## src/rtl/icache_controller.sv

```systemverilog
// Direct-mapped instruction cache controller: one-cycle BRAM lookup, single-beat refill.
// State table: IDLE = accept requests and apply flushes | LOOKUP = compare tag and valid bit | MEM_WAIT = refill outstanding | REFILL = write line and respond
module icache_controller #(
  parameter int LINE_COUNT  = 256,
  parameter int TAG_WIDTH   = 20,
  parameter int BLOCK_WIDTH = 128,
  localparam int IDX_W      = $clog2(LINE_COUNT),
  localparam int LINE_W     = TAG_WIDTH + BLOCK_WIDTH
) (
  input  logic              clk_i,
  input  logic              rst_i,
  input  logic              req_valid_i,
  input  logic [31:0]       req_addr_i,
  output logic              req_ready_o,
  output logic              resp_valid_o,
  output logic [31:0]       resp_instr_o,
  input  logic              flush_i,
  output logic              mem_req_o,
  output logic [31:0]       mem_addr_o,
  input  logic              mem_valid_i,
  input  logic [BLOCK_WIDTH-1:0] mem_data_i,
  output logic              bram_cmd_en_o,
  output logic              bram_wr_en_o,
  output logic [IDX_W-1:0]  bram_addr_o,
  output logic [LINE_W-1:0] bram_data_o,
  input  logic [LINE_W-1:0] bram_data_i,
  output logic [31:0]       hit_count_o,
  output logic [31:0]       miss_count_o
);

  typedef enum logic [1:0] {IDLE, LOOKUP, MEM_WAIT, REFILL} state_t;

  state_t                 state_q, state_d;
  logic [31:2]            addr_q;
  logic [LINE_COUNT-1:0]  valid_q;
  logic                   flush_pend_q;
  logic [BLOCK_WIDTH-1:0] line_q;

  logic [IDX_W-1:0]       req_idx, lat_idx;
  logic [TAG_WIDTH-1:0]   lat_tag;
  logic [1:0]             lat_word;
  logic                   accept, hit;
  logic                   unused_addr_bits;

  assign unused_addr_bits = ^req_addr_i[1:0];

  assign req_idx  = req_addr_i[4 +: IDX_W];
  assign lat_idx  = addr_q[4 +: IDX_W];
  assign lat_tag  = addr_q[31 -: TAG_WIDTH];
  assign lat_word = addr_q[3:2];

  assign req_ready_o = !rst_i && (state_q == IDLE) && !flush_i && !flush_pend_q;
  assign accept      = req_valid_i && req_ready_o;
  assign hit         = valid_q[lat_idx] && (bram_data_i[LINE_W-1 -: TAG_WIDTH] == lat_tag);

  function automatic logic [31:0] sel_word(input logic [BLOCK_WIDTH-1:0] blk, input logic [1:0] w);
    return blk[32*w +: 32];
  endfunction

  always_comb begin
    state_d       = state_q;
    bram_cmd_en_o = 1'b0;
    bram_wr_en_o  = 1'b0;
    bram_addr_o   = '0;
    bram_data_o   = '0;
    case (state_q)
      IDLE: begin
        if (accept) begin
          bram_cmd_en_o = 1'b1;
          bram_addr_o   = req_idx;
          state_d       = LOOKUP;
        end
      end
      LOOKUP:   state_d = hit ? IDLE : MEM_WAIT;
      MEM_WAIT: if (mem_valid_i) state_d = REFILL;
      REFILL: begin
        bram_cmd_en_o = 1'b1;
        bram_wr_en_o  = 1'b1;
        bram_addr_o   = lat_idx;
        bram_data_o   = {lat_tag, line_q};
        state_d       = IDLE;
      end
      default: state_d = IDLE;
    endcase
    // Keep the BRAM quiet while reset is held, whatever state we were in.
    if (rst_i) begin
      bram_cmd_en_o = 1'b0;
      bram_wr_en_o  = 1'b0;
      bram_addr_o   = '0;
      bram_data_o   = '0;
    end
  end

  always_ff @(posedge clk_i) begin
    if (rst_i) begin
      state_q      <= IDLE;
      addr_q       <= '0;
      valid_q      <= '0;
      flush_pend_q <= 1'b0;
      line_q       <= '0;
      resp_valid_o <= 1'b0;
      resp_instr_o <= '0;
      mem_req_o    <= 1'b0;
      mem_addr_o   <= '0;
      hit_count_o  <= '0;
      miss_count_o <= '0;
    end else begin
      state_q      <= state_d;
      resp_valid_o <= 1'b0;
      if (accept) addr_q <= req_addr_i[31:2];
      if (flush_i && state_q != IDLE) flush_pend_q <= 1'b1;
      case (state_q)
        IDLE: begin
          if (flush_i || flush_pend_q) begin
            valid_q      <= '0;
            flush_pend_q <= 1'b0;
          end
        end
        LOOKUP: begin
          if (hit) begin
            resp_valid_o <= 1'b1;
            resp_instr_o <= sel_word(bram_data_i[BLOCK_WIDTH-1:0], lat_word);
            hit_count_o  <= hit_count_o + 32'd1;
          end else begin
            miss_count_o <= miss_count_o + 32'd1;
            mem_req_o    <= 1'b1;
            mem_addr_o   <= {addr_q[31:4], 4'b0000};
          end
        end
        MEM_WAIT: begin
          if (mem_valid_i) begin
            line_q    <= mem_data_i;
            mem_req_o <= 1'b0;
          end
        end
        REFILL: begin
          valid_q[lat_idx] <= 1'b1;
          resp_valid_o     <= 1'b1;
          resp_instr_o     <= sel_word(line_q, lat_word);
        end
        default: ;
      endcase
    end
  end

endmodule

```

## config.mk

```make
export PLATFORM = sky130hd
export DESIGN_NAME = icache_controller
export DESIGN_NICKNAME = d
export VERILOG_FILES = /design/src/rtl/icache_controller.sv
export SDC_FILE = /design/constraint.sdc
export NUM_CORES = 1
export LEC_CHECK = 0
export BUFFER_PORTS_ARGS = -buffer_cell sky130_fd_sc_hd__buf_2
export CORE_MARGIN = 3
export CORE_UTILIZATION = 35
export DETAILED_ROUTE_END_ITERATION = 12
export PLACE_DENSITY = 0.57
export SLEW_MARGIN = 25
export SYNTH_ARGS = -nofsm -noshare
export SYNTH_HDL_FRONTEND = slang
export SYNTH_SLANG_ARGS = --single-unit
```

## constraint.sdc

```tcl
create_clock -name clk_i -period 9.2 [get_ports clk_i]
set_input_delay 0.92 -clock clk_i [delete_from_list [all_inputs] [get_ports clk_i]]
set_output_delay 0.92 -clock clk_i [all_outputs]
set_load 0.02 [all_outputs]
```

* Yosys cells after proc, flatten, opt, wreduce, memory -nomap -nowiden
Index checks and enable logic that the tools add are counted.
Word-level totals: bits in registers 543, input port bits 313, word-level logic and storage cells 81
Cells by class: add/sub/neg operators 2, magnitude comparators 2, eq/ne operators 9, shift-type cells 2, muxes and demuxes 30, bitwise logic cells 2, reductions and logical operators 23
Operators by type and width (count):
- $pmux 256 s2 | 1
- $mux 148 | 2
- $mux 256 | 1
- $or 256x256->256 | 1
- $shiftx 128x8->32 | 2
- $add 32x1->32 const B | 2
- $pmux 32 s2 | 1
- $mux 32 | 1
- $eq 20x20->1 | 1
- $mux 8 | 2
- $pmux 8 s2 | 1
- $mux 1 | 12
- $reduce_and 2->1 | 6
- $lt 8x9->1 const B | 1
- $bmux 1 s8 | 1
- $demux 1 s8 | 1
- $ge 8x1->1 const B | 1
- $ne 2x2->1 const B | 4
- $pmux 2 s4 | 1
- $reduce_bool 2->1 | 4
- $logic_and 1x1->1 | 7
- $mux 2 | 3
- $pmux 1 s2 | 3
- $eq 2x2->1 const B | 2
- other kinds (7) | 9

* Logic depth before layout (Yosys ltp)
word-level depth 8, mapped depth 15, depth with buffers taken out 8

* Worst setup path before layout
No wires, ideal clock.
path kind in2out, start input port flush_i, end output port bram_addr_o[2], data arrival time 2442 ps, data required time 8280 ps, path slack 5838 ps, stages 7, buffers on the path 2, path through nor2_1 > and3_1 > and2_1 > clkbuf_1 > clkbuf_1 > nand2_1 > a21oi_1
On the way: cells in the longest elaborated chain, start to end 7
RTL lines:
- start, declared | line 17 | input logic flush_i,
- $logic_not 1->1 | line 52 | assign req_ready_o = !rst_i && (state_q == IDLE) && !flush_i && !flush_pend_q;
- $logic_and 1x1->1 (2 in a row) | line 52
- named net req_ready_o | line 14 | output logic req_ready_o,
- $logic_and 1x1->1 | line 53 | assign accept = req_valid_i && req_ready_o;
- $mux 8 | line 68 | if (accept) begin
- $pmux 8 s2 | line 66 | case (state_q)
- $mux 8 | line 86 | if (rst_i) begin
- end, declared | line 24 | output logic [IDX_W-1:0] bram_addr_o,
The timed path passes the listed nets, and every way through them passes these cells.

* Worst setup path in the final report
start register addr_q[5] (netlist name), end register miss_count_o[0]
On the way: cells in the longest elaborated chain, start to end 5
RTL lines:
- start, declared | line 34 | logic [31:2] addr_q;
- start signal, assigned | line 110 | if (accept) addr_q <= req_addr_i[31:2];
- $bmux 1 s8 | line 54 | assign hit = valid_q[lat_idx] && (bram_data_i[LINE_W-1 -: TAG_WIDTH] == lat_tag);
- $mux 1 (implied by the code) | line 54
- $logic_and 1x1->1 | line 54
- $not 1->1 (no source line)
- $reduce_and 2->1 (no source line)
- end signal, assigned | line 125 | miss_count_o <= miss_count_o + 32'd1;
- end, declared | line 28 | output logic [31:0] miss_count_o
No other way between the ends. The select of a mux whose other input is x is not followed. A chain may end at the register's enable or synchronous reset.

==> results.py <==
metrics = {
    "logic_synthesis": {
        "syn-instance-count": 2939,
        "syn-cell-area_um2": 25400,
        "async_flop_share_pct": 0,
        "synth-warning-count": 0,
        "syn_avg_cell_area_um2": 8.64,
        "ys_types": 64,
        "ys_seq_elements": 543,
        "seq_area_frac_synth_pct": 42.8,
        "synth_flop_cell": "dfxtp_1",
        "synth_edf_count": 0,
    },
    "critical_path": {
        "start_kind": "flop",
        "cp.arrival_ns": 5.33,
        "cp_top_family": "multiplexers",
        "path_cells": "buf_4, mux4_1, mux2_2, o22ai_1, nor4_2, a21oi_4, nand3_2, a21oi_4, buf_4, mux2_2",
        "endpoint_kind": "flop",
        "cp_slowest_cell": "dfxtp_4",
        "critPathBufInv": 2,
        "r2r_slack_ns": 4.39,
        "crit_path_max_incr_delay_ns": 0.72,
        "crit_fanout": 39,
        "crit_required_ns": 9.72,
        "crit_type": "flop to flop",
    },
    "pwr": {
        "vdd_drop_max_mv": 0.140,
        "p_leak_nw": 12.0,
        "power_mw": 5.70,
        "power-per-cell-area_nw_per_um2": 182,
    },
    "sta": {
        "worstMarginPinSlew_ns": 1.14,
        "final.setup_skew_ns": 0.0351,
        "setup_violations": 0,
        "rsz0062_at_grt": "false",
        "slew_headroom_pct": 23.4,
        "max_freq_ghz": 0.208,
        "final-hold-violation-count": 0,
        "setup_tns_ns": 0,
        "slew_viol_final": 0,
        "fin_crit_sh_pct": 52.3,
        "finalWorstSetupSlack_ns": 4.39,
        "finalCriticalPeriod_ns": 4.81,
    },
    "floorplanning": {
        "die_w_um": 275,
        "num_rows": 98,
        "core_area_um2": 71700,
        "die_h_um": 275,
        "initial_core_util_pct": 35.4,
        "dieArea_um2": 75800,
        "io-pin-count": 602,
    },
    "global_route": {
        "grt_pass1_wl_um": 153000,
        "grt_overflow_total": 0,
        "grt_pass1_vias": 22000,
        "track_usage_pct": 27.2,
        "grt_max_degree": 111,
        "antenna_found_initial": 21,
    },
    "clock_tree": {
        "cts_buffer_depth": 3,
        "cts-root-buf": "clkbuf_16",
        "cts_setup_buffers": 0,
        "holdBufCountCts": 0,
        "htreeDepth": 2,
        "insertion_delay_ns": 0.65,
        "cts_resized": 0,
        "clk_pin_slew_ns": 0.06,
        "cts.sinks": 543,
        "cts_tree": "yes",
        "cts_buffers": 60,
    },
    "detailed_routing": {
        "wl_met2_um": 46600,
        "ant_nets": 0,
        "wl_per_cell_um": 24.5,
        "m1WireLength_um": 46000,
        "dr.pass1.iters": 7,
        "drc_errors": 0,
        "routed_via_density": 5.47,
        "drtIter0Drc": 2348,
        "dr.max_layer_used": "met5",
        "route.vias.total": 24100,
        "wirelength_um": 108000,
        "met3_length_um": 11300,
    },
    "placed_design": {
        "dp_hpwl_um": 76700,
        "place.gp.congestion": 0.939,
        "placed_cells": 4284,
        "dp_slack_ns": 4.40,
        "numPortBuffers": 595,
    },
    "finish": {
        "final_nets": 3717,
        "drive_gt1_share_pct": 28.0,
        "area_growth_syn_to_layout_pct": 23.0,
        "finalNonFillerCells": 4405,
    },
    "run_status": {
        "run_status": "finished clean",
    },
    "flow_run": {
        "drv_cap": 0,
    },
    "worst_hold_path": {
        "hp-class": "flop to flop",
    },
}
## report_power, final
part           total [mW]  internal (mW)  switching, mW
Sequential           2.41           2.38         0.0344
Clock                2.63           1.56           1.07
Combinational       0.664          0.209          0.455
Total                5.70           4.15           1.55
## worst paths after layout
check,from,endpoint,cells past startpoint
worst max-delay path,addr_q[5],miss_count_o[0],10
worst min-delay path,mem_addr_o[17],mem_addr_o[17],2
worst max register to register,addr_q[5],miss_count_o[0],10
worst min register to register,mem_addr_o[17],mem_addr_o[17],2
## worst register-to-register path, stage by stage (launching register included)
cell     delay (ns)
dfxtp_4        0.72
buf_4          0.69
mux4_1         0.66
mux2_2         0.33
o22ai_1        0.19
nor4_2         0.10
a21oi_4        0.31
nand3_2        0.48
a21oi_4        0.28
buf_4          0.54
mux2_2         0.41
## synthesized netlist by cell type (2+ instances only)
library cell / number / area, um2
o21ai_1: 2 / 10.0
a21oi_1: 440 / 2200
a31oi_1: 32 / 200
a211oi_1: 6 / 45.0
o22ai_1: 2 / 12.5
and4_1: 7 / 61.3
xnor2_1: 8 / 70.1
buf_1: 13 / 48.8
and3_1: 14 / 87.6
mux2_2: 88 / 991
clkbuf_1: 199 / 747
a41oi_1: 4 / 35.0
buf_12: 4 / 80.1
buf_6: 6 / 67.6
dfxtp_1: 543 / 10900
mux2_1: 6 / 67.6
buf_2: 24 / 120
ha_1: 7 / 87.6
xor2_1: 12 / 105
mux4_2: 75 / 1690
or3_1: 4 / 25.0
nor2_1: 355 / 1330
and2_1: 154 / 963
nor3_1: 29 / 145
buf_8: 2 / 30.0
or2_2: 2 / 12.5
buf_4: 5 / 37.5
nor2b_1: 64 / 400
mux4_1: 5 / 131
a32oi_1: 32 / 280
nand3_1: 100 / 500
o21ai_0: 25 / 125
nor4_1: 13 / 81.3
nand2_1: 400 / 1500
mux2i_1: 126 / 1260
or4_1: 4 / 30.0
a41o_1: 2 / 20.0
nand2b_1: 9 / 56.3
inv_1: 13 / 48.8
a2111oi_1: 6 / 60.1
a22oi_1: 40 / 300
nand4_1: 35 / 219
## metal layers
metal | track usage, % | vias to the layer above
li1 | - | 11200
met1 | 37.6 | 11600
met2 | 39.6 | 1088
met3 | 9.42 | 180
met4 | 8.53 | 8
met5 | 1.67 | -
## cell usage in the layout, fill, tap and decap left out, types with 8 or more instances in the layout
cell,synthesis,layout
mux4_2,75,75
dfxtp_1,543,540
a31oi_1,32,32
nor2b_1,64,56
nand2b_1,9,9
nand3_1,100,100
nand4_1,35,35
and2_1,154,152
mux2i_1,126,126
buf_2,24,594
buf_4,5,50
a22oi_1,40,40
a32oi_1,32,32
xnor2_1,8,8
clkbuf_8,0,13
mux2_2,88,88
bufinv_16,0,9
and3_1,14,14
diode_2,0,10
nor2_1,355,349
xor2_1,12,12
a21oi_1,440,440
o21ai_0,25,25
clkbuf_16,0,60
nor3_1,29,23
inv_1,13,12
nand2_1,400,399
nor4_1,13,9
clkinv_2,0,13
## metrics by stage
stage | utilization (%) | hold WS, ns | area, um2
after floorplan | - | 0.428 | 25400
after global placement | 40.5 | 0.442 | 29000
after detailed placement | 40.5 | 0.445 | 29100
after CTS | 43.5 | 0.424 | 31200
after global routing | 43.5 | 0.463 | 31200
final | 43.6 | 0.455 | 31300
## registers in the layout (all words and copies together), names as in the netlist, named ones only
register / cells
hit_count_o: 32
addr_q: 30
miss_count_o: 32
mem_addr_o: 28
valid_q: 256
resp_instr_o: 32
state_q: 1
mem_req_o: 1
line_q: 128
resp_valid_o: 1
flush_pend_q: 1
## kinds of logic (layout without fill, tap and decap cells)
family	Yosys count	count (layout)	synth area share, %
buffers and inverters	267	770	4.66
multiplexers	300	300	16.3
AO/OA/AOI/OAI	607	607	13.7
other	1	14	0.0148
AND/OR/NAND/NOR	1194	1194	21.5
flip-flops	543	543	42.8
adder cells (fa/ha/maj)	7	7	0.345
XOR/XNOR	20	20	0.690
## cell type report
| type | count | area, um2 |
|---|---|---|
| well taps | 950 | 1190 |
| diodes | 10 | 25.0 |
| fillers | 7197 | 40500 |
| clock inverters | 30 | 445 |
| flip-flops and latches | 543 | 10900 |
| multi-input cells | 2132 | 13600 |
| inverters | 14 | 52.6 |
| clock buffers | 80 | 1710 |
| repair buffers | 646 | 3380 |
(Power assumes the default switching activity.)
